`config.mk`:
```
export PLATFORM = sky130hd
export DESIGN_NAME = iob_axi_mem_bridge
export DESIGN_NICKNAME = d
export VERILOG_FILES = /design/src/rtl/iob_axi_mem_bridge.sv
export SDC_FILE = /design/constraint.sdc
export NUM_CORES = 1
export LEC_CHECK = 0
export CAP_MARGIN = 20
export CORE_AREA = 8 8 151 153
export CTS_CLUSTER_DIAMETER = 80
export DETAILED_ROUTE_END_ITERATION = 10
export DIE_AREA = 0 0 159 161
export PLACE_DENSITY = 0.73
export REMOVE_ABC_BUFFERS = 1
export SYNTH_ARGS = -nofsm -noshare
export SYNTH_HDL_FRONTEND = slang
export SYNTH_SLANG_ARGS = --single-unit
```
`constraint.sdc`:
```
create_clock -name clk_i -period 1.85 [get_ports clk_i]
set_clock_uncertainty 0.15 [all_clocks]
set_input_delay 0.555 -clock clk_i [delete_from_list [all_inputs] [get_ports clk_i]]
set_output_delay 0.555 -clock clk_i [all_outputs]
set_load 0.01 [all_outputs]
```
`src/rtl/iob_axi_mem_bridge.sv`:
```
// Arbitrates N_MASTERS IOb native masters onto one AXI4 master port, one single-beat transaction at a time.
// Define IOB_AXI_MEM_BRIDGE_RR_EN for round-robin arbitration; otherwise fixed priority (lowest index wins).
module iob_axi_mem_bridge #(
  parameter int N_MASTERS  = 2,
  parameter int ADDR_W     = 32,
  parameter int DATA_W     = 32,
  parameter int MEM_ADDR_W = 24,
  parameter int AXI_ID_W   = 4
) (
  input  logic                           clk_i,
  input  logic                           arst_n_i,
  input  logic                           cke_i,
  input  logic [N_MASTERS-1:0]           m_avalid_i,
  input  logic [N_MASTERS*ADDR_W-1:0]    m_addr_i,
  input  logic [N_MASTERS*DATA_W-1:0]    m_wdata_i,
  input  logic [N_MASTERS*DATA_W/8-1:0]  m_wstrb_i,
  output logic [N_MASTERS*DATA_W-1:0]    m_rdata_o,
  output logic [N_MASTERS-1:0]           m_rvalid_o,
  output logic [N_MASTERS-1:0]           m_ready_o,
  output logic                           err_o,
  output logic [AXI_ID_W-1:0]            axi_awid_o,
  output logic [MEM_ADDR_W-1:0]          axi_awaddr_o,
  output logic [7:0]                     axi_awlen_o,
  output logic [2:0]                     axi_awsize_o,
  output logic [1:0]                     axi_awburst_o,
  output logic                           axi_awlock_o,
  output logic [3:0]                     axi_awcache_o,
  output logic [2:0]                     axi_awprot_o,
  output logic [3:0]                     axi_awqos_o,
  output logic                           axi_awvalid_o,
  input  logic                           axi_awready_i,
  output logic [DATA_W-1:0]              axi_wdata_o,
  output logic [DATA_W/8-1:0]            axi_wstrb_o,
  output logic                           axi_wlast_o,
  output logic                           axi_wvalid_o,
  input  logic                           axi_wready_i,
  input  logic [AXI_ID_W-1:0]            axi_bid_i,
  input  logic [1:0]                     axi_bresp_i,
  input  logic                           axi_bvalid_i,
  output logic                           axi_bready_o,
  output logic [AXI_ID_W-1:0]            axi_arid_o,
  output logic [MEM_ADDR_W-1:0]          axi_araddr_o,
  output logic [7:0]                     axi_arlen_o,
  output logic [2:0]                     axi_arsize_o,
  output logic [1:0]                     axi_arburst_o,
  output logic                           axi_arlock_o,
  output logic [3:0]                     axi_arcache_o,
  output logic [2:0]                     axi_arprot_o,
  output logic [3:0]                     axi_arqos_o,
  output logic                           axi_arvalid_o,
  input  logic                           axi_arready_i,
  input  logic [AXI_ID_W-1:0]            axi_rid_i,
  input  logic [DATA_W-1:0]              axi_rdata_i,
  input  logic [1:0]                     axi_rresp_i,
  input  logic                           axi_rlast_i,
  input  logic                           axi_rvalid_i,
  output logic                           axi_rready_o
);

  localparam int IDX_W  = (N_MASTERS > 1) ? $clog2(N_MASTERS) : 1;
  localparam int STRB_W = DATA_W / 8;

  typedef enum logic [2:0] {
    IDLE  = 3'd0,
    WADDR = 3'd1,
    WRESP = 3'd2,
    RADDR = 3'd3,
    RDATA = 3'd4,
    DONE  = 3'd5
  } state_t;

  state_t                              state_q, state_d;
  logic [IDX_W-1:0]                    grant_q, grant_d;
  logic [MEM_ADDR_W-1:0]               addr_q, addr_d;
  logic [DATA_W-1:0]                   wdata_q, wdata_d;
  logic [STRB_W-1:0]                   wstrb_q, wstrb_d;
  logic                                awvalid_q, awvalid_d;
  logic                                wvalid_q, wvalid_d;
  logic                                bready_q, bready_d;
  logic                                arvalid_q, arvalid_d;
  logic                                rready_q, rready_d;
  logic [N_MASTERS-1:0]                m_ready_q, m_ready_d;
  logic [N_MASTERS-1:0]                m_rvalid_q, m_rvalid_d;
  logic [N_MASTERS-1:0][DATA_W-1:0]    m_rdata_q, m_rdata_d;
  logic                                err_q, err_d;

  logic                                req_any;
  logic [IDX_W-1:0]                    req_sel;

`ifdef IOB_AXI_MEM_BRIDGE_RR_EN
  logic [IDX_W-1:0]                    ptr_q, ptr_d;
  int unsigned                         rr_idx;

  // Search starts at the pointer and wraps; first requester found wins.
  always_comb begin
    req_any = 1'b0;
    req_sel = '0;
    rr_idx  = 0;
    for (int unsigned i = 0; i < N_MASTERS; i++) begin
      rr_idx = (32'(ptr_q) + i) % N_MASTERS;
      if (!req_any && m_avalid_i[rr_idx]) begin
        req_any = 1'b1;
        req_sel = IDX_W'(rr_idx);
      end
    end
  end
`else
  always_comb begin
    req_any = 1'b0;
    req_sel = '0;
    for (int unsigned i = 0; i < N_MASTERS; i++) begin
      if (!req_any && m_avalid_i[i]) begin
        req_any = 1'b1;
        req_sel = IDX_W'(i);
      end
    end
  end
`endif

  always_comb begin
    state_d    = state_q;
    grant_d    = grant_q;
    addr_d     = addr_q;
    wdata_d    = wdata_q;
    wstrb_d    = wstrb_q;
    awvalid_d  = awvalid_q;
    wvalid_d   = wvalid_q;
    bready_d   = bready_q;
    arvalid_d  = arvalid_q;
    rready_d   = rready_q;
    m_ready_d  = '0;
    m_rvalid_d = '0;
    m_rdata_d  = m_rdata_q;
    err_d      = err_q;
`ifdef IOB_AXI_MEM_BRIDGE_RR_EN
    ptr_d      = ptr_q;
`endif

    case (state_q)
      IDLE: begin
        if (req_any) begin
          grant_d = req_sel;
          addr_d  = m_addr_i[req_sel*ADDR_W +: MEM_ADDR_W];
          wdata_d = m_wdata_i[req_sel*DATA_W +: DATA_W];
          wstrb_d = m_wstrb_i[req_sel*STRB_W +: STRB_W];
          if (|m_wstrb_i[req_sel*STRB_W +: STRB_W]) begin
            awvalid_d = 1'b1;
            wvalid_d  = 1'b1;
            state_d   = WADDR;
          end else begin
            arvalid_d = 1'b1;
            state_d   = RADDR;
          end
        end
      end
      WADDR: begin
        // AW and W retire independently; advance once neither is still pending.
        if (awvalid_q && axi_awready_i) awvalid_d = 1'b0;
        if (wvalid_q && axi_wready_i)   wvalid_d  = 1'b0;
        if (!awvalid_d && !wvalid_d) begin
          bready_d = 1'b1;
          state_d  = WRESP;
        end
      end
      WRESP: begin
        if (axi_bvalid_i) begin
          bready_d           = 1'b0;
          err_d              = err_q | (|axi_bresp_i);
          m_ready_d[grant_q] = 1'b1;
          state_d            = DONE;
        end
      end
      RADDR: begin
        if (axi_arready_i) begin
          arvalid_d = 1'b0;
          rready_d  = 1'b1;
          state_d   = RDATA;
        end
      end
      RDATA: begin
        if (axi_rvalid_i) begin
          rready_d            = 1'b0;
          err_d               = err_q | (|axi_rresp_i);
          m_rdata_d[grant_q]  = axi_rdata_i;
          m_rvalid_d[grant_q] = 1'b1;
          m_ready_d[grant_q]  = 1'b1;
          state_d             = DONE;
        end
      end
      DONE: begin
        state_d = IDLE;
`ifdef IOB_AXI_MEM_BRIDGE_RR_EN
        ptr_d = (grant_q == IDX_W'(N_MASTERS - 1)) ? '0 : grant_q + 1'b1;
`endif
      end
      default: state_d = IDLE;
    endcase
  end

  always_ff @(posedge clk_i or negedge arst_n_i) begin
    if (!arst_n_i) begin
      state_q    <= IDLE;
      grant_q    <= '0;
      addr_q     <= '0;
      wdata_q    <= '0;
      wstrb_q    <= '0;
      awvalid_q  <= 1'b0;
      wvalid_q   <= 1'b0;
      bready_q   <= 1'b0;
      arvalid_q  <= 1'b0;
      rready_q   <= 1'b0;
      m_ready_q  <= '0;
      m_rvalid_q <= '0;
      m_rdata_q  <= '0;
      err_q      <= 1'b0;
`ifdef IOB_AXI_MEM_BRIDGE_RR_EN
      ptr_q      <= '0;
`endif
    end else if (cke_i) begin
      state_q    <= state_d;
      grant_q    <= grant_d;
      addr_q     <= addr_d;
      wdata_q    <= wdata_d;
      wstrb_q    <= wstrb_d;
      awvalid_q  <= awvalid_d;
      wvalid_q   <= wvalid_d;
      bready_q   <= bready_d;
      arvalid_q  <= arvalid_d;
      rready_q   <= rready_d;
      m_ready_q  <= m_ready_d;
      m_rvalid_q <= m_rvalid_d;
      m_rdata_q  <= m_rdata_d;
      err_q      <= err_d;
`ifdef IOB_AXI_MEM_BRIDGE_RR_EN
      ptr_q      <= ptr_d;
`endif
    end
  end

  assign m_rdata_o     = m_rdata_q;
  assign m_rvalid_o    = m_rvalid_q;
  assign m_ready_o     = m_ready_q;
  assign err_o         = err_q;

  assign axi_awid_o    = AXI_ID_W'(grant_q);
  assign axi_awaddr_o  = addr_q;
  assign axi_awvalid_o = awvalid_q;
  assign axi_wdata_o   = wdata_q;
  assign axi_wstrb_o   = wstrb_q;
  assign axi_wlast_o   = 1'b1;
  assign axi_wvalid_o  = wvalid_q;
  assign axi_bready_o  = bready_q;
  assign axi_arid_o    = AXI_ID_W'(grant_q);
  assign axi_araddr_o  = addr_q;
  assign axi_arvalid_o = arvalid_q;
  assign axi_rready_o  = rready_q;

  assign axi_awlen_o   = '0;
  assign axi_arlen_o   = '0;
  assign axi_awsize_o  = 3'($clog2(STRB_W));
  assign axi_arsize_o  = 3'($clog2(STRB_W));
  assign axi_awburst_o = 2'b01;
  assign axi_arburst_o = 2'b01;
  assign axi_awlock_o  = 1'b0;
  assign axi_arlock_o  = 1'b0;
  assign axi_awcache_o = 4'b0011;
  assign axi_arcache_o = 4'b0011;
  assign axi_awprot_o  = '0;
  assign axi_arprot_o  = '0;
  assign axi_awqos_o   = '0;
  assign axi_arqos_o   = '0;

  // Response IDs are redundant with a single outstanding transaction; upper address bits are dropped.
  logic unused_inputs;
  assign unused_inputs = ^{axi_bid_i, axi_rid_i, axi_rlast_i, m_addr_i};

endmodule
```
* After elaboration in Yosys (flattened, before gate mapping)
Cells that the tools add are included.
** Word-level totals
- Logic and storage cells :: 98
- Output and inout port bits :: 217
- Bits of input ports :: 191
- Register bits after elaboration :: 138
** Cells by class
- Muxes and demuxes :: 40
- Reduce and logical (&&, ||, !) cells :: 25
- Bitwise operators :: 2
- Eq/ne operators :: 11
- $lt $le $gt $ge :: 2
- Shifts and indexed selects :: 3
** Operators with widths (number)
- $bwmux W64 :: 1
- $shiftx A64 B7 Y24 :: 1
- $shiftx A64 B7 Y32 :: 1
- $demux W32 S1 :: 1
- $mux W32 :: 1
- $mux W1 :: 19
- $reduce_and A4 Y1 :: 4
- $mux W3 :: 5
- $pmux W3 S5 :: 1
- $ne A2 B2 Y1 const B :: 7
- $pmux W1 S2 :: 6
- $reduce_bool A2 Y1 :: 5
- $mux W2 :: 4
- $shiftx A8 B4 Y4 :: 1
- $eq A3 B2 Y1 const B :: 2
- $reduce_and A3 Y1 :: 2
- $reduce_and A6 Y1 :: 1
- $logic_and A1 B1 Y1 :: 5
- $reduce_and A5 Y1 :: 1
- $pmux W2 S2 :: 1
- $reduce_or A2 Y1 :: 2
- $reduce_or A4 Y1 :: 1
- $eq A3 B1 Y1 const B :: 1
- $eq A3 B3 Y1 const B :: 1
- 6 further kinds :: 9

* Depth between registers and ports, before layout
- Depth after elaboration :: 9
- Mapped depth :: 8
- Depth with buffers taken out :: 4

* Least setup slack after synthesis
Ideal clock, no wire load.
- Kind :: input to register
- From :: input cke_i
- To :: register m_rdata_q (netlist bit m_rdata_o[0])
- Required time :: 1.575 ns
- Setup time :: 0.125 ns
- Setup slack :: -0.011 ns
- Buffers on the path :: 2
- Data arrival time :: 1.586 ns
- Cell stages on the path :: 5
- Cells stage by stage :: buf_4 nand2b_2 nor3_4 buf_6 mux2_2
** Between the ends
- Cells in the longest elaborated chain, start to end :: 1
** RTL lines
- start: declaration :: line 12 : input logic cke_i,
- $reduce_and A3 Y1 (no line)
- end signal: assignment :: line 232 : m_rdata_q <= m_rdata_d;
- end: declaration :: line 84 : logic [N_MASTERS-1:0][DATA_W-1:0] m_rdata_q, m_rdata_d;
Every way passes these cells.
A chain may end at the register's enable or synchronous reset.

* Worst setup path after layout
- From :: input m_avalid_i[0]
- To :: register addr_q[14] (netlist: axi_araddr_o[14])
** Between the ends
- Cells in the longest elaborated chain, start to end :: 5
- Elaborated cells on any way between the ends :: 7
- Those cells by class :: 1 x shift; 3 x mux; 3 x reduce/logical
** RTL lines
- start: declaration :: line 13 : input logic [N_MASTERS-1:0] m_avalid_i,
- $mux W1 * :: line 112 : if (!req_any && m_avalid_i[i]) begin
- $logic_not A1 Y1 :: line 112
- $logic_and A1 B1 Y1 :: line 112
- $mux W1 :: line 112
- $shiftx A64 B7 Y24 or $reduce_and A3 Y1 (tied branches)
- end signal: assignment :: line 222 : addr_q <= addr_d;
- end: declaration :: line 74 : logic [MEM_ADDR_W-1:0] addr_q, addr_d;
Every way passes the cells marked *; elsewhere a longest branch is shown, timed or not.

==> impl_metrics.ini <==
[critical_path]
start_kind = input port
reg2reg_to = axi_wdata_o[12]
critPathMaxStageDelay_ns = 0.49
critPathTopFamily = buffers and inverters
crit_buf_inv = 3
worst_setup_path_end_kind = flip-flop
crit_chain = clkdlybuf4s50_1 -> nand2b_4 -> buf_12 -> buf_4 -> mux2i_1 -> o21ai_0
path_depth = 6
crit_arrival_ns = 1.95
crit_slowest_cell = clkdlybuf4s50_1
crit_path_max_fanout = 25
crit_start = m_avalid_i[0]
r2r_start = state_q[1]
r2r.worst_path.cells = 8
reg2reg_slack_ns = 0.08
worstPathRequired_ns = 1.98
critPathKind = in2reg
crit_path_end = axi_araddr_o[14]

[floorplanning]
dieHeight_um = 161
pin_count = 408
die_area_mm2 = 0.0256
initial_utilization = 0.329
die_x_um = 159
placementRows = 53
core_area_mm2 = 0.0206

[logic_synthesis]
synth.area.top_cells = dfrtp_1, buf_4, mux2i_1
ys_ff_latch = 138
synth_top_area_cell = dfrtp_1
synth_edf_count = 0
async_flop_share = 1.00
syn-cell-area_mm2 = 0.00676
yosys_warnings = 0
avgSynthCellArea_um2 = 11.9
synth_ff_type = dfrtp_1
synthTopCellsByCount = dfrtp_1, buf_4, nand2_1, mux2i_1, o21ai_0
ys_types = 43
yosysMostFrequentCell = dfrtp_1
synth_seq_area_share = 0.511
netlist.area_leader.share = 0.511
synth_cells = 567

[cells_and_area]
synthToLayoutAreaGrowth_pct = 60.1
final_nets = 1108
fill_cells = 1855
multiInputGateArea_mm2 = 0.00264
seq_area_mm2 = 0.00345
fin_area_mm2 = 0.0108
drive_gt1_frac = 0.194
utilization = 0.526

[pwr]
combPwrFrac = 0.423
internal_power_w = 0.00931
clock_power_share = 0.228
power.share.switching = 0.356
p_leak_nw = 5.55
ir_worst_vdd_mv = 0.667
power_frac_seq = 0.349
p_per_area_mw_per_mm2 = 1340
p_switching_w = 0.00515

[sta]
max_freq_mhz = 551
rsz0062_at_grt = true
drv_slew = 0
period_share = 0.982
period_needed_ns = 1.82
finalHoldViolations = 0
setup_viol = 0

[hold_path]
worstHoldStart = axi_wdata_o[24]
hold_class = reg2reg
worstHoldPathCells = 2

[place]
hpwl_mm = 16.9
gp_congestion = 0.785
placed_area_mm2 = 0.0102
portBuffers = 325

[detailed_routing]
viasPerCell = 4.46
via_count = 5380
first_pass_iters = 4
drc = 0
wl_per_cell_um = 18.7
drt_iter0_markers = 181
wirelength_mm = 22.6
ant_nets = 0

[grt]
gr-total-overflow = 0
grt_pass1_vias = 5943
grt_pass1_wl_mm = 34.3
grt_max_degree = 76
grt_use_total = 0.168
antenna_found_initial = 2

[clocking]
clk_pin_slew_worst_paths_ns = 0.07
htree_num_levels = 4
clkLatencyLatePin_ns = 0.41
cts_tree = yes
cts_buffers = 17
cts_root_buffer = clkbuf_16
clockBufferDepth = 2
clock_sinks = 138

[flow_run]
maxCapViolations = 0

[run_status]
status = finished clean
metrics by stage:
stage | worst slack, ns | hold WS, ns | std cells | TNS, ns | total power [W]
after detailed placement | -0.477 | 0.285 | 1154 | -52.81 | 0.0120
after global placement | -0.471 | 0.286 | 1154 | -51.82 | 0.0118
after CTS | 0.000881 | 0.330 | 1194 | 0 | 0.0144
final | 0.0335 | 0.326 | 1206 | 0 | 0.0145
after floorplan | -1.84 | 0.109 | 508 | -117.22 | 0.00759
after global routing | -0.0149 | 0.351 | 1206 | -0.0526 | 0.0154
cell families after synthesis:
group,Yosys count,synth area share
muxes,126,0.215
AOI/OAI and AO/OA,89,0.0761
buffers and inverters,119,0.130
DFF,138,0.511
other,2,0.00111
and+or+nand+nor,93,0.0661
flip-flops by register name, summed over array words and instances, names as in the netlist:
signal         cells
axi_wstrb_o        4
m_ready_o          2
axi_araddr_o      24
m_rvalid_o         2
axi_bready_o       1
err_o              1
grant_q            1
axi_wdata_o       32
axi_rready_o       1
state_q            3
axi_awvalid_o      1
axi_arvalid_o      1
m_rdata_o         64
axi_wvalid_o       1
power groups by stage:
stage / Combinational, W / Clock (W) / Sequential, W
after floorplan: 0.00180 / 0 / 0.00579
final: 0.00611 / 0.00329 / 0.00505
after global placement: 0.00671 / 0 / 0.00509
after global routing: 0.00664 / 0.00351 / 0.00522
after detailed placement: 0.00683 / 0 / 0.00512
after CTS: 0.00595 / 0.00340 / 0.00504
layout make-up:
cell class / instances / area share
Inverter: 5 / 0.00174
Antenna cell: 1 / 0.000231
Clock inverter: 14 / 0.0120
Tap cell: 275 / 0.0318
Sequential cell: 138 / 0.319
Clock buffer: 18 / 0.0406
Multi-Input combinational cell: 365 / 0.244
Timing Repair Buffer: 390 / 0.350
what timing repair did:
item / in CTS / in global routing
gates resized for setup: 189 / 48
hold buffers: 1 / 0
endpoints found under the hold margin: 22 / 0
buffers inserted: 4 / 9
gates cloned: 3 / 2
pin swaps: 0 / 2
setup endpoints to repair: 192 / 63
layer usage:
| metal | track usage | share of wire | up-vias |
|---|---|---|---|
| met4 | 0.0390 | 0.0069 | 0 |
| met3 | 0.0710 | 0.087 | 12 |
| li1 | - | - | 2521 |
| met5 | 0 | 0 | - |
| met1 | 0.191 | 0.41 | 2611 |
| met2 | 0.290 | 0.50 | 236 |
tightest hold or removal path: stages (launching register included):
cell and delay [ns]:
dfrtp_1 0.33, nand2_1 0.05, o21ai_0 0.06
cell usage in the layout (no fill, tap or decap), types with 5 or more instances in the layout:
cell             count
buf_4               49
o21ai_0             55
buf_12               9
conb_1              57
clkdlybuf4s15_1     52
dlygate4sd2_1      103
inv_1                5
clkbuf_16           18
mux2_2              34
inv_6                5
mux2i_1             61
dfrtp_1            137
clkdlybuf4s50_1    161
mux2_4              29
nand2_1             65
o21ai_1             13
worst min path at each step:
stage / to / slack [ns]
after floorplan: axi_araddr_o[0] / 0.11
after global placement: m_rdata_o[46] / 0.29
after detailed placement: m_rdata_o[46] / 0.28
after CTS: axi_wdata_o[18] / 0.33
after global routing: err_o / 0.35
final: axi_wdata_o[24] / 0.33
No activity file was read; power rests on OpenSTA's default activity.
